$ cat src/rtl/prores_pkg.sv
// Shared constants for the set_bit arbiter: requester indices,
// the "no owner" grant code, the size ceiling and the FSM state type.
package prores_pkg;

   localparam logic [1:0] REQ_HDR    = 2'd0;
   localparam logic [1:0] REQ_DC     = 2'd1;
   localparam logic [1:0] REQ_AC     = 2'd2;
   localparam logic [1:0] GRANT_NONE = 2'd3;

   localparam logic [6:0] MAX_SIZE = 7'd64;

   typedef enum logic {
      ST_IDLE = 1'b0,
      ST_BUSY = 1'b1
   } arb_state_e;

   function automatic logic [6:0] clip_size(input logic [6:0] s);
      return (s > MAX_SIZE) ? MAX_SIZE : s;
   endfunction

endpackage

$ cat src/rtl/set_bit_beat_reg.sv
// One-entry output register feeding set_bit; clips the size, masks
// payload bits above the size and zeroes val/size for flush beats.
// Ports: clk, rst (sync, active-high), load + in_* (beat to capture),
// out_ready (downstream accept), enable/val/size/flush (registered beat).
module set_bit_beat_reg
   import prores_pkg::*;
#(
   parameter int VAL_WIDTH = 64
) (
   input  logic                 clk,
   input  logic                 rst,
   input  logic                 load,
   input  logic [VAL_WIDTH-1:0] in_val,
   input  logic [6:0]           in_size,
   input  logic                 in_flush,
   input  logic                 out_ready,
   output logic                 enable,
   output logic [VAL_WIDTH-1:0] val,
   output logic [6:0]           size,
   output logic                 flush
);

   logic [6:0]           size_c;
   logic [VAL_WIDTH-1:0] mask;

   // A flush carries no payload, so a zero size also zeroes the mask.
   always_comb begin
      size_c = in_flush ? 7'd0 : clip_size(in_size);
      mask   = '0;
      for (int i = 0; i < VAL_WIDTH; i++) begin
         mask[i] = (i < int'(size_c));
      end
   end

   always_ff @(posedge clk) begin
      if (rst) begin
         enable <= 1'b0;
         val    <= '0;
         size   <= '0;
         flush  <= 1'b0;
      end else if (load) begin
         enable <= 1'b1;
         val    <= in_val & mask;
         size   <= size_c;
         flush  <= in_flush;
      end else if (out_ready) begin
         enable <= 1'b0;
      end
   end

endmodule

$ cat src/rtl/set_bit_arbiter.sv
// Fixed-priority, packet-locked arbiter merging header/DC/AC bit beats
// into one set_bit stream, with a one-entry output register.
// Ports: CLOCK, RESET (sync, active-high); per-requester req_valid/
// req_ready/req_val/req_size_of_bit/req_last/req_flush; out_ready and
// output_* toward set_bit; grant (3 = none); total_bit_count.
module set_bit_arbiter
   import prores_pkg::*;
#(
   parameter int VAL_WIDTH = 64,
   parameter int NUM_REQ   = int'(REQ_AC) + 1
) (
   input  logic                         CLOCK,
   input  logic                         RESET,
   input  logic [NUM_REQ-1:0]           req_valid,
   output logic [NUM_REQ-1:0]           req_ready,
   input  logic [NUM_REQ*VAL_WIDTH-1:0] req_val,
   input  logic [NUM_REQ*7-1:0]         req_size_of_bit,
   input  logic [NUM_REQ-1:0]           req_last,
   input  logic [NUM_REQ-1:0]           req_flush,
   input  logic                         out_ready,
   output logic                         output_enable,
   output logic [VAL_WIDTH-1:0]         output_val,
   output logic [6:0]                   output_size_of_bit,
   output logic                         output_flush,
   output logic [1:0]                   grant,
   output logic [31:0]                  total_bit_count
);

   arb_state_e           state_q;
   arb_state_e           state_d;
   logic [1:0]           grant_d;
   logic [1:0]           pick;
   logic                 slot_free;
   logic                 accept;
   logic                 load;
   logic [VAL_WIDTH-1:0] sel_val;
   logic [6:0]           sel_size;
   logic                 sel_last;
   logic                 sel_flush;

   always_ff @(posedge CLOCK) begin
      if (RESET) begin
         state_q <= ST_IDLE;
         grant   <= GRANT_NONE;
      end else begin
         state_q <= state_d;
         grant   <= grant_d;
      end
   end

   // Lowest index wins: scan downward so the last hit is the smallest.
   always_comb begin
      pick = GRANT_NONE;
      for (int i = NUM_REQ - 1; i >= int'(REQ_HDR); i--) begin
         if (req_valid[i]) pick = 2'(i);
      end
   end

   always_comb begin
      sel_val   = '0;
      sel_size  = '0;
      sel_last  = 1'b0;
      sel_flush = 1'b0;
      for (int i = 0; i < NUM_REQ; i++) begin
         if (grant == 2'(i)) begin
            sel_val   = req_val[i*VAL_WIDTH +: VAL_WIDTH];
            sel_size  = req_size_of_bit[i*7 +: 7];
            sel_last  = req_last[i];
            sel_flush = req_flush[i];
         end
      end
   end

   assign slot_free = !output_enable || out_ready;

   always_comb begin
      state_d   = state_q;
      grant_d   = grant;
      req_ready = '0;
      accept    = 1'b0;
      unique case (state_q)
         ST_IDLE: begin
            if (|req_valid) begin
               grant_d = pick;
               state_d = ST_BUSY;
            end
         end
         ST_BUSY: begin
            for (int i = 0; i < NUM_REQ; i++) begin
               req_ready[i] = (grant == 2'(i)) && slot_free && !RESET;
            end
            accept = |(req_ready & req_valid);
            if (accept && sel_last) begin
               state_d = ST_IDLE;
               grant_d = GRANT_NONE;
            end
         end
      endcase
   end

   // Empty non-flush beats are consumed but never reach set_bit.
   assign load = accept && (sel_flush || (sel_size != 7'd0));

   set_bit_beat_reg #(
      .VAL_WIDTH (VAL_WIDTH)
   ) u_beat (
      .clk       (CLOCK),
      .rst       (RESET),
      .load      (load),
      .in_val    (sel_val),
      .in_size   (sel_size),
      .in_flush  (sel_flush),
      .out_ready (out_ready),
      .enable    (output_enable),
      .val       (output_val),
      .size      (output_size_of_bit),
      .flush     (output_flush)
   );

   // Flush beats hold size 0, so they add nothing here.
   always_ff @(posedge CLOCK) begin
      if (RESET) begin
         total_bit_count <= '0;
      end else if (output_enable && out_ready) begin
         total_bit_count <= total_bit_count + 32'(output_size_of_bit);
      end
   end

endmodule

$ cat config.mk
export PLATFORM = sky130hd
export DESIGN_NAME = set_bit_arbiter
export DESIGN_NICKNAME = d
export VERILOG_FILES = /design/src/rtl/prores_pkg.sv /design/src/rtl/set_bit_beat_reg.sv /design/src/rtl/set_bit_arbiter.sv
export SDC_FILE = /design/constraint.sdc
export NUM_CORES = 1
export LEC_CHECK = 0
export BUFFER_PORTS_ARGS = -buffer_cell sky130_fd_sc_hd__buf_2
export CORE_AREA = 5 5 128 130
export DETAILED_ROUTE_END_ITERATION = 8
export DIE_AREA = 0 0 133 135
export GPL_ROUTABILITY_DRIVEN = 0
export PLACE_DENSITY = 0.74
export SYNTH_ARGS = -nofsm -noshare
export SYNTH_HDL_FRONTEND = slang
export SYNTH_SLANG_ARGS = --single-unit
export TNS_END_PERCENT = 1
$ cat constraint.sdc
create_clock -name CLOCK -period 5.72 [get_ports CLOCK]
set_input_delay 1.716 -clock CLOCK [delete_from_list [all_inputs] [get_ports CLOCK]]
set_output_delay 1.716 -clock CLOCK [all_outputs]
set_load 0.005 [all_outputs]
# After elaboration in Yosys (flattened, before gate mapping)
# Cells that the tools add are included.
# Widths: inputs -> output; s select.
# word_totals
regBits	108
wordCells	126
output_inout_bits	110
input_bits	225
# classes
n_addsub	1
order_cmp	65
muxes	27
eq_ne	4
bitwise	3
reduce_logical	19
# op_table
op	n
$lt 6x7->1 const A	32
$mux 64	3
$lt 5x7->1 const A	16
$and 64x64->64	1
$lt 4x7->1 const A	8
$mux 7	5
$add 32x7->32	1
$lt 3x7->1 const A	4
$lt 1x7->1 const A	2
$lt 2x7->1 const A	2
$mux 1	12
$logic_and 1x1->1	9
$mux 2	4
$gt 7x7->1 const B	1
$reduce_bool 7->1	1
$reduce_or 3->1	2
$pmux 2 s2	1
$and 3x3->3	1
$mux 3	1
$eq 2x1->1 const B	1
$eq 2x2->1 const B	1
$logic_not 1->1	2
$logic_not 2->1	1
$logic_or 1x1->1	2
other kinds (6)	6

# Logic depth before layout (Yosys ltp)
# logic_depth
depth_word	9
ltp_mapped	10
ltp_nobuf	9

# Modules after synthesis
# A second synthesis with hierarchy kept.
# unflattened
cells_unflattened	810
hier_area_um2	6565.0
# modules_own_cells
module	area_each_um2	instances	seq_area_each_um2	cells_per_inst
set_bit_arbiter	3532.1	1	700.7	476
set_bit_beat_reg	3032.9	1	1461.4	334

# Worst setup path before layout
# OpenSTA, ideal clock, no wires.
# synth_path
path_kind	in2out
from	input port out_ready
to	output port req_ready[2]
n_path_buf	0
arrival_ps	2168
t_required_ps	4004
setup_slack_ps	1836
path_stages	3
cell_sequence	nand2b_1 > nand3b_1 > nor3b_1
# synth_via
elab_chain_len	4
# synth_rtl
item	line	source
start: declaration	set_bit_arbiter.sv:20	input logic out_ready,
$logic_or 1x1->1	set_bit_arbiter.sv:74	assign slot_free = !output_enable || out_ready;
$logic_and 1x1->1 (2 in series)	set_bit_arbiter.sv:90	req_ready[i] = (grant == 2'(i)) && slot_free && !RESET;
$mux 3	set_bit_arbiter.sv:81	unique case (state_q)
end: declaration	set_bit_arbiter.sv:15	output logic [NUM_REQ-1:0] req_ready,
# Every way passes these cells.

# Worst setup path in the final report
# Same ends and word-level chain as after synthesis.

==> results.txt <==
For the minimum setup slack after placement, the log shows 1260 ps. The logs give 26200 µm for the final wirelength and 0 ps for the setup TNS after final layout. The power per standard cell area is 220 nW/µm². The fraction of layout instances using a drive strength above 1 was 0.341; the latest clock arrival within the worst-skew pair was 350 ps.

The number of gates resized after CTS was 0. The share of the cycle needed by the critical path after routing is 0.745. The number of standard cells in the layout, taps in and fillers out came out at 1310. The average wire per cell in the routed design works out to 20.0 µm. The run gives 0 as the max-slew violation count.

On the critical path the largest part of the delay comes from simple AND/OR/NAND/NOR gates. The worst register-to-register path has a depth of 7. The number of clock sinks seen by CTS came out at 108. The Yosys step of the flow raised 0 warnings. STA classifies the critical path startpoint as a primary input. The worst hold path terminates at u_beat.val[3]$_SDFFE_PP0P_. The total overflow left after global routing is 0. The slack of the critical path came out at 1460 ps. Share of the yosys chip area belonging to registers: 0.332. The run gives 335 as the number of top-level pins. The floorplan has 45 rows.

From bottom edge to top edge, the die measures 135 µm. The tools report the count of final setup violators as 0. Number of buffers inserted during clock tree synthesis: 9. No sink is reached through more buffers than the 2 on the longest clock path.

The level count of the clock H-tree was 3; the number of hold violations in the final report was 0. Synthesis produced 816 cells. In the routed design, unresolved DRC markers number 0. The tree is rooted in a sky130_fd_sc_hd__clkbuf_16. The layout has 1481 filler cells. After synthesis, the netlist uses 63 different library cells. The multi-input combinational cells in the finished layout cover a total of 4060 µm².

The tools report the number of global-route vias before repair as 7140. Setup repair after global routing left no endpoint under its margin. STA classifies the critical path endpoint as an output port. For the worst setup slack for register-to-register paths, the log shows 1860 ps. Summing every instance area after synthesis gives 6520 µm². The run gives 3.97 nW as the standby leakage power.

The signal on the critical path passes through buf_2 > nand2b_1 > nand3b_1 > nor3b_1 > buf_2. The clock slew seen by the registers of the worst setup and hold paths is 70 ps, and the worst IR drop on VDD is 165 µV. Along the worst hold path, the cell count comes to 2. Entering global routing, the biggest net connects 93 pins. The final design utilization is 0.573. The final layout contains 1344 nets. The most frequent cell on the critical path is sky130_fd_sc_hd__buf_2. The area growth from synthesis to layout is 32.1%. The worst hold-check path type is register to register. Number of synthesized register bits: 108.

In this run, post-CTS hold repair placed 0 buffers. The post-layout minimum cycle time is 4260 ps, and the area of the placeable core is 15000 µm². Startpoint-to-endpoint class of the critical path: primary input to output port. On the critical path, the stage with the largest delay is an instance of sky130_fd_sc_hd__nor3b_1.

TritonCTS built the clock tree. Derived from the worst setup path, the maximum achievable clock frequency is 0.235 GHz. The first-pass iteration count of the detailed router came out at 5. The post-route antenna net violation count is 0. The HPWL reported at the end of detailed placement came out at 20800 µm.

Reg-to-reg critical path startpoint: grant[0]$_SDFFE_PP1P_. The number of enable flip-flop cells after synthesis was 0. The first routing iteration left 564 violations.

The total routing usage reported by global routing was 0.278. The critical path contains buffers and inverters numbering 2 combined. Post-synthesis net count: 1049.

For the first-pass GRT wire length, the log shows 39400 µm. The share of flip-flops with an asynchronous set or reset is 0. The average via count per standard cell was 5.83. For this run, the slowest stage of the critical path takes 200 ps. In this run, placement finished with an instance count of 1288. The number of buffers added on ports was 334. For the pin with the worst max-slew slack, the measured transition is 1090 ps.

The run finished with clean final reports. The critical hold path startpoint was u_beat.val[3]$_SDFFE_PP0P_. The effective utilization at floorplan is 0.434.

STA puts the critical path data arrival time at 2540 ps. The run gives 9 as the initial antenna violation count. The prevailing post-synth register cell is sky130_fd_sc_hd__dfxtp_1. In this run the post-CTS setup repair buffer count came out at 0.

Registers take 2170 µm². The worst slew margin relative to its limit was 0.263. The logs give 4000 ps for the required time at the worst-slack endpoint and 6.48 ps for the setup clock skew after layout. The worst register-to-register path ends at u_beat.val[32]$_SDFFE_PP0P_. The width of the chip is 133 µm, and the highest net fanout along the worst path is 4. Averaged over all synthesized cells, the footprint is 7.99 µm². The die covers 18000 µm². Across the run, the number of max-cap violations was 0. For the via total after detailed routing, the log shows 7641.
-- worst reg2reg max path, stage by stage, from the launching register on --
cell	delay, ps
sky130_fd_sc_hd__dfxtp_4	830
sky130_fd_sc_hd__buf_4	630
sky130_fd_sc_hd__mux2i_1	330
sky130_fd_sc_hd__a2bb2oi_1	570
sky130_fd_sc_hd__nand2_1	200
sky130_fd_sc_hd__nor3_2	720
sky130_fd_sc_hd__nand2_1	160
sky130_fd_sc_hd__a32o_1	310
-- state kept, by name (all words and copies together) (netlist names) --
name	flops
u_beat.val	64
total_bit_count	32
u_beat.size	7
grant	2
state_q	1
u_beat.enable	1
u_beat.flush	1
-- cells by family (layout without fill, tap and decap cells) --
group                    after synthesis  count (layout)  synth area share
buffers and inverters                 69             369            0.0472
multiplexers                          75              75             0.115
XOR/XNOR                               8               8            0.0107
AO/OA/AOI/OAI                        253             253             0.257
flip-flops                           108             108             0.332
other                                  0               6                 0
AND/OR/NAND/NOR                      295             295             0.222
adder cells (fa/ha/maj)                8               8            0.0165
-- worst max path at each step --
stage / from / endpoint / slack, ps / depth (start not counted)
global route: req_size_of_bit[6] / u_beat.val[55]$_SDFFE_PP0P_ / 1350 / 9
detailed placement: req_size_of_bit[13] / u_beat.val[55]$_SDFFE_PP0P_ / 1260 / 9
finish: out_ready / req_ready[2] / 1460 / 5
CTS: out_ready / req_ready[2] / 1460 / 5
global placement: req_size_of_bit[13] / u_beat.val[55]$_SDFFE_PP0P_ / 1300 / 9
floorplan: out_ready / req_ready[2] / 1840 / 3
-- cell type report --
| cell class | count | share of cell area |
|---|---|---|
| flip-flops and latches | 108 | 0.252 |
| clock inverters | 6 | 0.0129 |
| diodes | 6 | 0.00174 |
| repair buffers | 344 | 0.203 |
| clock buffers | 10 | 0.0277 |
| well taps | 188 | 0.0273 |
| inverters | 9 | 0.00392 |
| multi-input cells | 639 | 0.472 |
-- report_power, final --
group | switching (mW) | internal (mW) | total [mW]
clock network | 0.289 | 0.440 | 0.729
registers | 0.0220 | 0.758 | 0.780
logic | 0.234 | 0.155 | 0.389
total | 0.546 | 1.35 | 1.90
-- per-stage QoR --
step	area [µm²]	power, mW	hold slack, ps
floorplan	6520	1.02	448
global placement	8250	1.18	438
detailed placement	8250	1.18	442
CTS	8600	1.91	452
global route	8610	1.97	467
finish	8610	1.90	450
-- layer usage --
layer / routed length [µm] / track usage / vias to the layer above
met4: 654 / 0.0987 / 6
met3: 2460 / 0.0861 / 57
met1: 11000 / 0.354 / 3571
met2: 12100 / 0.444 / 367
met5: 32 / 0 / -
li1: - / - / 3640
-- synth_stat cells, drive strengths merged (2+ instances only) --
cell       n  share of area
nand2    112          0.064
dfxtp    108           0.33
a21oi     81          0.062
mux2i     74           0.11
o21ai     71          0.054
nand3     61          0.048
nor2      45          0.026
a32o      37          0.057
clkbuf    34          0.020
buf       26          0.022
nand4     14          0.016
o31ai     14          0.016
or3       11          0.011
or4       11          0.013
nor3      10         0.0092
inv        9         0.0052
a31oi      8         0.0077
o2bb2ai    8          0.014
a211oi     7         0.0081
ha         7          0.013
xnor2      7         0.0094
a21o       6         0.0069
nor2b      6         0.0069
nor4       6         0.0090
and3       5         0.0048
a2bb2oi    4         0.0073
or2        4         0.0038
nand2b     3         0.0029
a2111o     2         0.0035
nand3b     2         0.0023
nor3b      2         0.0023
o211ai     2         0.0023
o22ai      2         0.0019
o41ai      2         0.0027
-- placed cells by master, fill, tap and decap left out, types with 3 or more instances in the layout --
master / n
sky130_fd_sc_hd__or3_1: 11
sky130_fd_sc_hd__dfxtp_1: 106
sky130_fd_sc_hd__and3_1: 5
sky130_fd_sc_hd__a32o_1: 37
sky130_fd_sc_hd__nor2_1: 44
sky130_fd_sc_hd__or2_2: 3
sky130_fd_sc_hd__nand4_1: 13
sky130_fd_sc_hd__nor2b_1: 5
sky130_fd_sc_hd__clkbuf_16: 9
sky130_fd_sc_hd__nor3_1: 8
sky130_fd_sc_hd__a21o_1: 6
sky130_fd_sc_hd__nand3_1: 60
sky130_fd_sc_hd__buf_4: 10
sky130_fd_sc_hd__a21oi_1: 81
sky130_fd_sc_hd__a31oi_1: 8
sky130_fd_sc_hd__o2bb2ai_1: 5
sky130_fd_sc_hd__nor4_1: 4
sky130_fd_sc_hd__bufinv_16: 3
sky130_fd_sc_hd__nand2b_1: 3
sky130_fd_sc_hd__diode_2: 6
sky130_fd_sc_hd__or4_1: 11
sky130_fd_sc_hd__xnor2_1: 7
sky130_fd_sc_hd__inv_1: 9
sky130_fd_sc_hd__buf_2: 334
sky130_fd_sc_hd__nand2_1: 112
sky130_fd_sc_hd__mux2i_1: 74
sky130_fd_sc_hd__o31ai_1: 14
sky130_fd_sc_hd__a211oi_1: 7
sky130_fd_sc_hd__ha_1: 7
sky130_fd_sc_hd__o2bb2ai_2: 3
sky130_fd_sc_hd__o21ai_0: 69
No activity file was read; power rests on OpenSTA's default activity.
